$ cat src/rtl/muldiv_unit.sv
// Multi-cycle multiply/divide unit with architectural HI/LO registers.
// One-cycle multiply, WIDTH-cycle restoring divide; stalls the pipeline until HI/LO are written.
module muldiv_unit #(
  parameter int WIDTH = 32,
  parameter int CNT_W = 6
) (
  input  logic             clk,
  input  logic             rst,
  input  logic             start_i,
  input  logic [2:0]       op_i,
  input  logic [WIDTH-1:0] srca_i,
  input  logic [WIDTH-1:0] srcb_i,
  input  logic             flush_i,
  output logic             stall_o,
  output logic [WIDTH-1:0] hi_o,
  output logic [WIDTH-1:0] lo_o
);

  localparam logic [2:0] OP_MULT  = 3'b001;
  localparam logic [2:0] OP_MULTU = 3'b010;
  localparam logic [2:0] OP_DIV   = 3'b011;
  localparam logic [2:0] OP_DIVU  = 3'b100;
  localparam logic [2:0] OP_MTHI  = 3'b101;
  localparam logic [2:0] OP_MTLO  = 3'b110;

  typedef enum logic [2:0] {S_IDLE, S_MUL, S_DIV, S_FIX, S_DONE} state_e;

  state_e           state, state_n;
  logic [CNT_W-1:0] cnt;
  logic [WIDTH-1:0] a_raw, b_raw, div_mag, rem, quo;
  logic             op_signed, neg_q, neg_r;

  logic             issue, is_mul, is_div, issue_signed;
  logic [WIDTH-1:0] mag_a, mag_b;
  logic [2*WIDTH-1:0] mul_a, mul_b, mul_p;
  logic [WIDTH:0]   shifted, trial;

  assign issue        = (state == S_IDLE) && start_i && !flush_i;
  assign is_mul       = (op_i == OP_MULT) || (op_i == OP_MULTU);
  assign is_div       = (op_i == OP_DIV)  || (op_i == OP_DIVU);
  assign issue_signed = (op_i == OP_MULT) || (op_i == OP_DIV);

  assign mag_a = (issue_signed && srca_i[WIDTH-1]) ? -srca_i : srca_i;
  assign mag_b = (issue_signed && srcb_i[WIDTH-1]) ? -srcb_i : srcb_i;

  // Sign-extending to 2*WIDTH makes the low 2*WIDTH bits of an unsigned
  // multiply equal to the signed product, so one multiplier serves both ops.
  assign mul_a = {{WIDTH{op_signed & a_raw[WIDTH-1]}}, a_raw};
  assign mul_b = {{WIDTH{op_signed & b_raw[WIDTH-1]}}, b_raw};
  assign mul_p = mul_a * mul_b;

  assign shifted = {rem, quo[WIDTH-1]};
  assign trial   = shifted - {1'b0, div_mag};

  // NOTE: every output of a combinational block gets a default first so no latch is inferred.
  always_comb begin
    state_n = state;
    stall_o = 1'b0;
    case (state)
      S_IDLE: begin
        if (issue && is_mul) begin
          state_n = S_MUL;
          stall_o = 1'b1;
        end else if (issue && is_div) begin
          state_n = S_DIV;
          stall_o = 1'b1;
        end
      end
      S_MUL: begin
        stall_o = 1'b1;
        state_n = flush_i ? S_IDLE : S_DONE;
      end
      S_DIV: begin
        stall_o = 1'b1;
        if (flush_i)                           state_n = S_IDLE;
        else if (cnt == CNT_W'(WIDTH - 1))     state_n = S_FIX;
      end
      S_FIX: begin
        stall_o = 1'b1;
        state_n = flush_i ? S_IDLE : S_DONE;
      end
      S_DONE:  state_n = S_IDLE;
      default: state_n = S_IDLE;
    endcase
  end

  // NOTE: sequential state is always assigned with <= so every register samples pre-edge values.
  always_ff @(posedge clk or negedge rst) begin
    if (!rst) state <= S_IDLE;
    else      state <= state_n;
  end

  always_ff @(posedge clk or negedge rst) begin
    if (!rst) begin
      cnt       <= '0;
      a_raw     <= '0;
      b_raw     <= '0;
      div_mag   <= '0;
      rem       <= '0;
      quo       <= '0;
      op_signed <= 1'b0;
      neg_q     <= 1'b0;
      neg_r     <= 1'b0;
      hi_o      <= '0;
      lo_o      <= '0;
    end else begin
      case (state)
        S_IDLE: begin
          if (issue && (is_mul || is_div)) begin
            a_raw     <= srca_i;
            b_raw     <= srcb_i;
            op_signed <= issue_signed;
            cnt       <= '0;
            rem       <= '0;
            quo       <= mag_a;
            div_mag   <= mag_b;
            neg_q     <= issue_signed & (srca_i[WIDTH-1] ^ srcb_i[WIDTH-1]);
            neg_r     <= issue_signed & srca_i[WIDTH-1];
          end
          if (issue && op_i == OP_MTHI) hi_o <= srca_i;
          if (issue && op_i == OP_MTLO) lo_o <= srca_i;
        end
        S_MUL: begin
          if (!flush_i) {hi_o, lo_o} <= mul_p;
        end
        S_DIV: begin
          // Restoring step: keep the trial remainder only when it did not go negative.
          cnt <= cnt + CNT_W'(1);
          if (!trial[WIDTH]) begin
            rem <= trial[WIDTH-1:0];
            quo <= {quo[WIDTH-2:0], 1'b1};
          end else begin
            rem <= shifted[WIDTH-1:0];
            quo <= {quo[WIDTH-2:0], 1'b0};
          end
        end
        S_FIX: begin
          if (!flush_i) begin
            if (div_mag == '0) begin
              hi_o <= a_raw;
              lo_o <= '1;
            end else begin
              hi_o <= neg_r ? -rem : rem;
              lo_o <= neg_q ? -quo : quo;
            end
          end
        end
        default: ;
      endcase
    end
  end

endmodule
$ cat config.mk
export PLATFORM = sky130hd
export DESIGN_NAME = muldiv_unit
export DESIGN_NICKNAME = d
export VERILOG_FILES = /design/src/rtl/muldiv_unit.sv
export SDC_FILE = /design/constraint.sdc
export NUM_CORES = 2
export LEC_CHECK = 0
export BUFFER_PORTS_ARGS = -buffer_cell sky130_fd_sc_hd__clkbuf_2
export CAP_MARGIN = 20
export CELL_PAD_IN_SITES_DETAIL_PLACEMENT = 1
export CELL_PAD_IN_SITES_GLOBAL_PLACEMENT = 1
export CORE_MARGIN = 2
export CORE_UTILIZATION = 42
export CTS_CLUSTER_DIAMETER = 50
export DETAILED_ROUTE_END_ITERATION = 16
export PLACE_DENSITY = 0.73
export SLEW_MARGIN = 40
export SYNTH_ARGS = -nofsm -noshare
export SYNTH_HDL_FRONTEND = slang
export SYNTH_SLANG_ARGS = --single-unit
$ cat constraint.sdc
create_clock -name clk -period 11 [get_ports clk]
set_clock_uncertainty 0.1 [all_clocks]
set_input_delay 0.55 -clock clk [delete_from_list [all_inputs] [get_ports clk]]
set_output_delay 0.55 -clock clk [all_outputs]
set_load 0.02 [all_outputs]
==> summary.txt <==
========================================================================================================
Data required time at the worst endpoint                                                        11.28 ns
Cells after Synth                                                                                  5,953
Area grow syn2layout                                                                               6.64%
Synth Flop Type                                                                                  dfrtp_1
# H-tree levels                                                                                        2
Share of synthesized registers carrying an async set or reset                                       100%
Max-slew violation total from the final report                                                         0
HPWL after DPL                                                                                    139 mm
Num CTS Buffers                                                                                       37
Antenna viol nets, final                                                                               0
Slew headroom                                                                                      41.9%
Number of vias per cell after detailed routing                                                      5.48
Number of global-route vias before repair                                                          46.0k
Placed Cells incl. Taps                                                                            7,455
Hold WC Path Type                                                                           input port to flip-flop
Area taken by flip-flops and latches                                                        0.00590 mm^2
Violations in the final reports                                                                      DRC
Synth Area in Adders                                                                               48.9%
Commonest cells after routing, fill and taps aside                                          inv_1, fa_1, nand2_1, and2_1, ha_1
Routability congestion estimate from global placement                                              0.932
Post-CTS clock slew at the launch and capture registers of the worst setup and hold paths        0.06 ns
Fraction of final layout cells with drive strength greater than 1                                  6.02%
Highest net fanout along the worst path                                                               13
Total Nets Final                                                                                   7,304
Number of distinct standard cells referenced by the synthesized netlist                               75
Number of antenna violations at the first check in global routing                                     10
TritonCTS clock tree                                                                                 yes
Floorplan row count                                                                                  129
Clock sinks                                                                                          235
Maximum clock insertion buffer count                                                                   3
Share of synthesized area occupied by flip-flops and latches                                       11.2%
Crit path max-delay family                                                                   adder cells
Die outline height                                                                                357 um
Post-DR wirelength/cell                                                                          22.7 um
Flop and latch count out of synthesis                                                                235
Post-synthesis compound-gate area fraction                                                         8.48%
Port Buf Inserts                                                                                     135
Count of flip-flops with a built-in enable after synthesis                                             0
Commonest non-fill, non-tap cell in the layout                                                     inv_1
Area of combinational cells with multiple inputs                                             0.0408 mm^2
Filler Cell Count                                                                                  14.4k
Worst path arrival time                                                                          9.90 ns
Global router's overall resource usage                                                             27.5%
Initial standard-cell utilization of the core                                                      42.3%
Setup violation total in the final timing report                                                       0
Final min period                                                                                 9.63 ns
Largest stage delay, worst path                                                                  0.63 ns
Critical path's slowest cell                                                                      and2_1
Cell chosen for the clock root                                                                 clkbuf_16
Simple-gate portion of the synthesized area                                                        15.9%
Average cell area after synthesis                                                              8.81 um^2
Kind of critical path                                                                       flip-flop to flip-flop
Count of boundary I/O pins                                                                           136
Parity-gate share of the synthesized area counting xor and xnor cells                              3.79%
Sort of element at the end of the critical path                                                flip-flop
Run status                                                                                  finished with violations
Final-layout setup total negative slack                                                             0 ns
Width of the die                                                                                  357 um
Number of buffers inserted to repair setup after CTS                                                   0
Wire length of the first global-routing pass                                                      271 mm
Iteration-0 DRC count of the detailed router                                                       2,433
Post-Syn Area                                                                                0.0524 mm^2
Largest family of logic cells by synthesized area                                            adder cells
CP Buf/Inv Count                                                                                       5
Number of hold-slack violations in the final timing report                                             0
Full die area                                                                                 0.128 mm^2
Max Fclk                                                                                         104 MHz
RSZ-0062 raised after global routing                                                               false
Wire length after detailed routing                                                                171 mm
GR Overflow Total                                                                                      0
Post-synthesis mux area share                                                                     0.573%
Worst hold margin                                                                               0.183 ns
Most common cell on crit path                                                                       fa_1
Share of the clock period used by the worst path                                                   87.5%
Non-filler cells in the finished layout                                                            7,522
Detailed-route via count                                                                           41.2k
Kind of start point of the critical path                                                       flip-flop
Ys Warns                                                                                               0
Tightest Pin Transition                                                                         0.871 ns
Synth Net Count                                                                                    7,399
Largest net degree at the start of global routing                                                     82
DRC violation count after routing                                                                      6
First-pass DRT Iterations                                                                             11
Clk Latency, worst-skew pair                                                                     0.53 ns
Floorplan core area                                                                           0.124 mm^2
Non-Filler Cell Area, Final                                                                  0.0559 mm^2
Number of max-cap violations                                                                           0
Placed standard-cell area                                                                    0.0547 mm^2
========================================================================================================
-- state kept, by name, indices dropped and copies added (netlist names) --
| name | cells |
|---|---|
| a_raw | 32 |
| b_raw | 32 |
| cnt | 6 |
| div_mag | 31 |
| hi_o | 32 |
| lo_o | 32 |
| neg_q | 1 |
| neg_r | 1 |
| op_signed | 1 |
| quo | 32 |
| rem | 32 |
| state | 3 |
-- logic make-up (layout without fill, tap and decap cells) --
group / count (synthesis) / after routing
AOI/OAI and AO/OA: 703 / 703
xor gates and xnor gates: 226 / 226
adders and majority gates: 1375 / 1375
buffers and inverters: 1547 / 1477
DFF: 235 / 235
muxes: 30 / 30
other: 0 / 2
and+or+nand+nor: 1837 / 1837
-- metrics by stage --
step	util (%)	setup slack, ns
floorplan	-	2.56
global placement	44.1	1.23
detailed placement	44.2	1.50
global route	45.2	0.748
finish	45.2	1.37
CTS	45.1	1.45
-- repair_timing --
action,CTS,global route
endpoints found under the hold margin,60,0
hold buffers,1,0
resized for setup,0,0
-- Yosys cell counts (all sizes together) (10+ instances only) --
master,count,share of area [%]
a21oi,154,1.5
o211ai,23,0.33
mux2i,30,0.57
a221oi,19,0.34
xnor2,118,2.0
nor2b,12,0.14
a31oi,30,0.36
and2,353,4.2
o21a,18,0.26
nor2,176,1.3
a22oi,31,0.44
a211oi,19,0.27
buf,20,0.17
o31ai,29,0.42
o22ai,10,0.12
nand2b,13,0.16
o21ai,233,2.2
or3,20,0.26
or2,13,0.16
nand3,53,0.51
or4,16,0.25
clkbuf,351,2.5
o21bai,11,0.16
nand4,18,0.21
o221ai,15,0.25
a21o,46,0.66
xor2,108,1.8
and3,30,0.36
nor3,26,0.25
o41ai,11,0.22
fa,1126,43
inv,1176,8.4
nor4,21,0.25
ha,249,5.9
nand2,1075,7.7
dfrtp,235,11
-- layer usage --
layer	share of wire, %	GRT usage (%)	up-vias	wire length [um]
met3	5.1	2.98	318	8660
met5	0.029	0	-	49
met2	50	47.7	1134	85700
met4	4.5	10.3	8	7630
li1	-	-	17791	-
met1	40	35.6	21963	69000
-- worst reg2reg max path, cell delays in order (launching register included) --
cell and delay (ns):
dfrtp_1 0.42, and2_1 0.63, nand2_1 0.21, inv_1 0.17, fa_1 0.50, fa_1 0.63
fa_2 0.52, inv_1 0.44, fa_1 0.52, inv_1 0.11, fa_1 0.47, fa_1 0.46
fa_1 0.51, inv_1 0.05, fa_1 0.48, inv_1 0.04, ha_1 0.38, a311o_1 0.39
a211oi_1 0.32, a211o_1 0.20, a31oi_1 0.12, nor4_1 0.39, a211oi_1 0.20, a221oi_1 0.56
o21ai_0 0.18, a21oi_1 0.21, xor2_1 0.16, o22ai_1 0.10
-- cell type report --
class | instances | share of cell area (%)
inverter | 1176 | 7.90
sequential | 235 | 10.6
timing repair buffer | 237 | 2.73
multi-input combinational | 4171 | 73.0
tap | 1637 | 3.66
clock inverter | 17 | 0.351
clock buffer | 47 | 1.80
antenna | 2 | 0.00895
-- path summary, 6_finish.rpt --
| check | slack [ns] | cells after the start | start | endpoint |
|---|---|---|---|---|
| setup reg to reg | 1.37 | 27 | op_signed | hi_o[30] |
| min in group asynchronous | 0.32 | 2 | rst | rem[26] |
| hold reg to reg | 0.38 | 2 | b_raw[20] | b_raw[20] |
| max in group asynchronous | 9.26 | 4 | rst | b_raw[9] |
| hold / removal | 0.18 | 3 | srcb_i[24] | b_raw[24] |
| setup / recovery | 1.37 | 27 | op_signed | hi_o[30] |
Power is not shown: default switching activity piles up to over one toggle a cycle in this logic, so the estimate is an artifact.
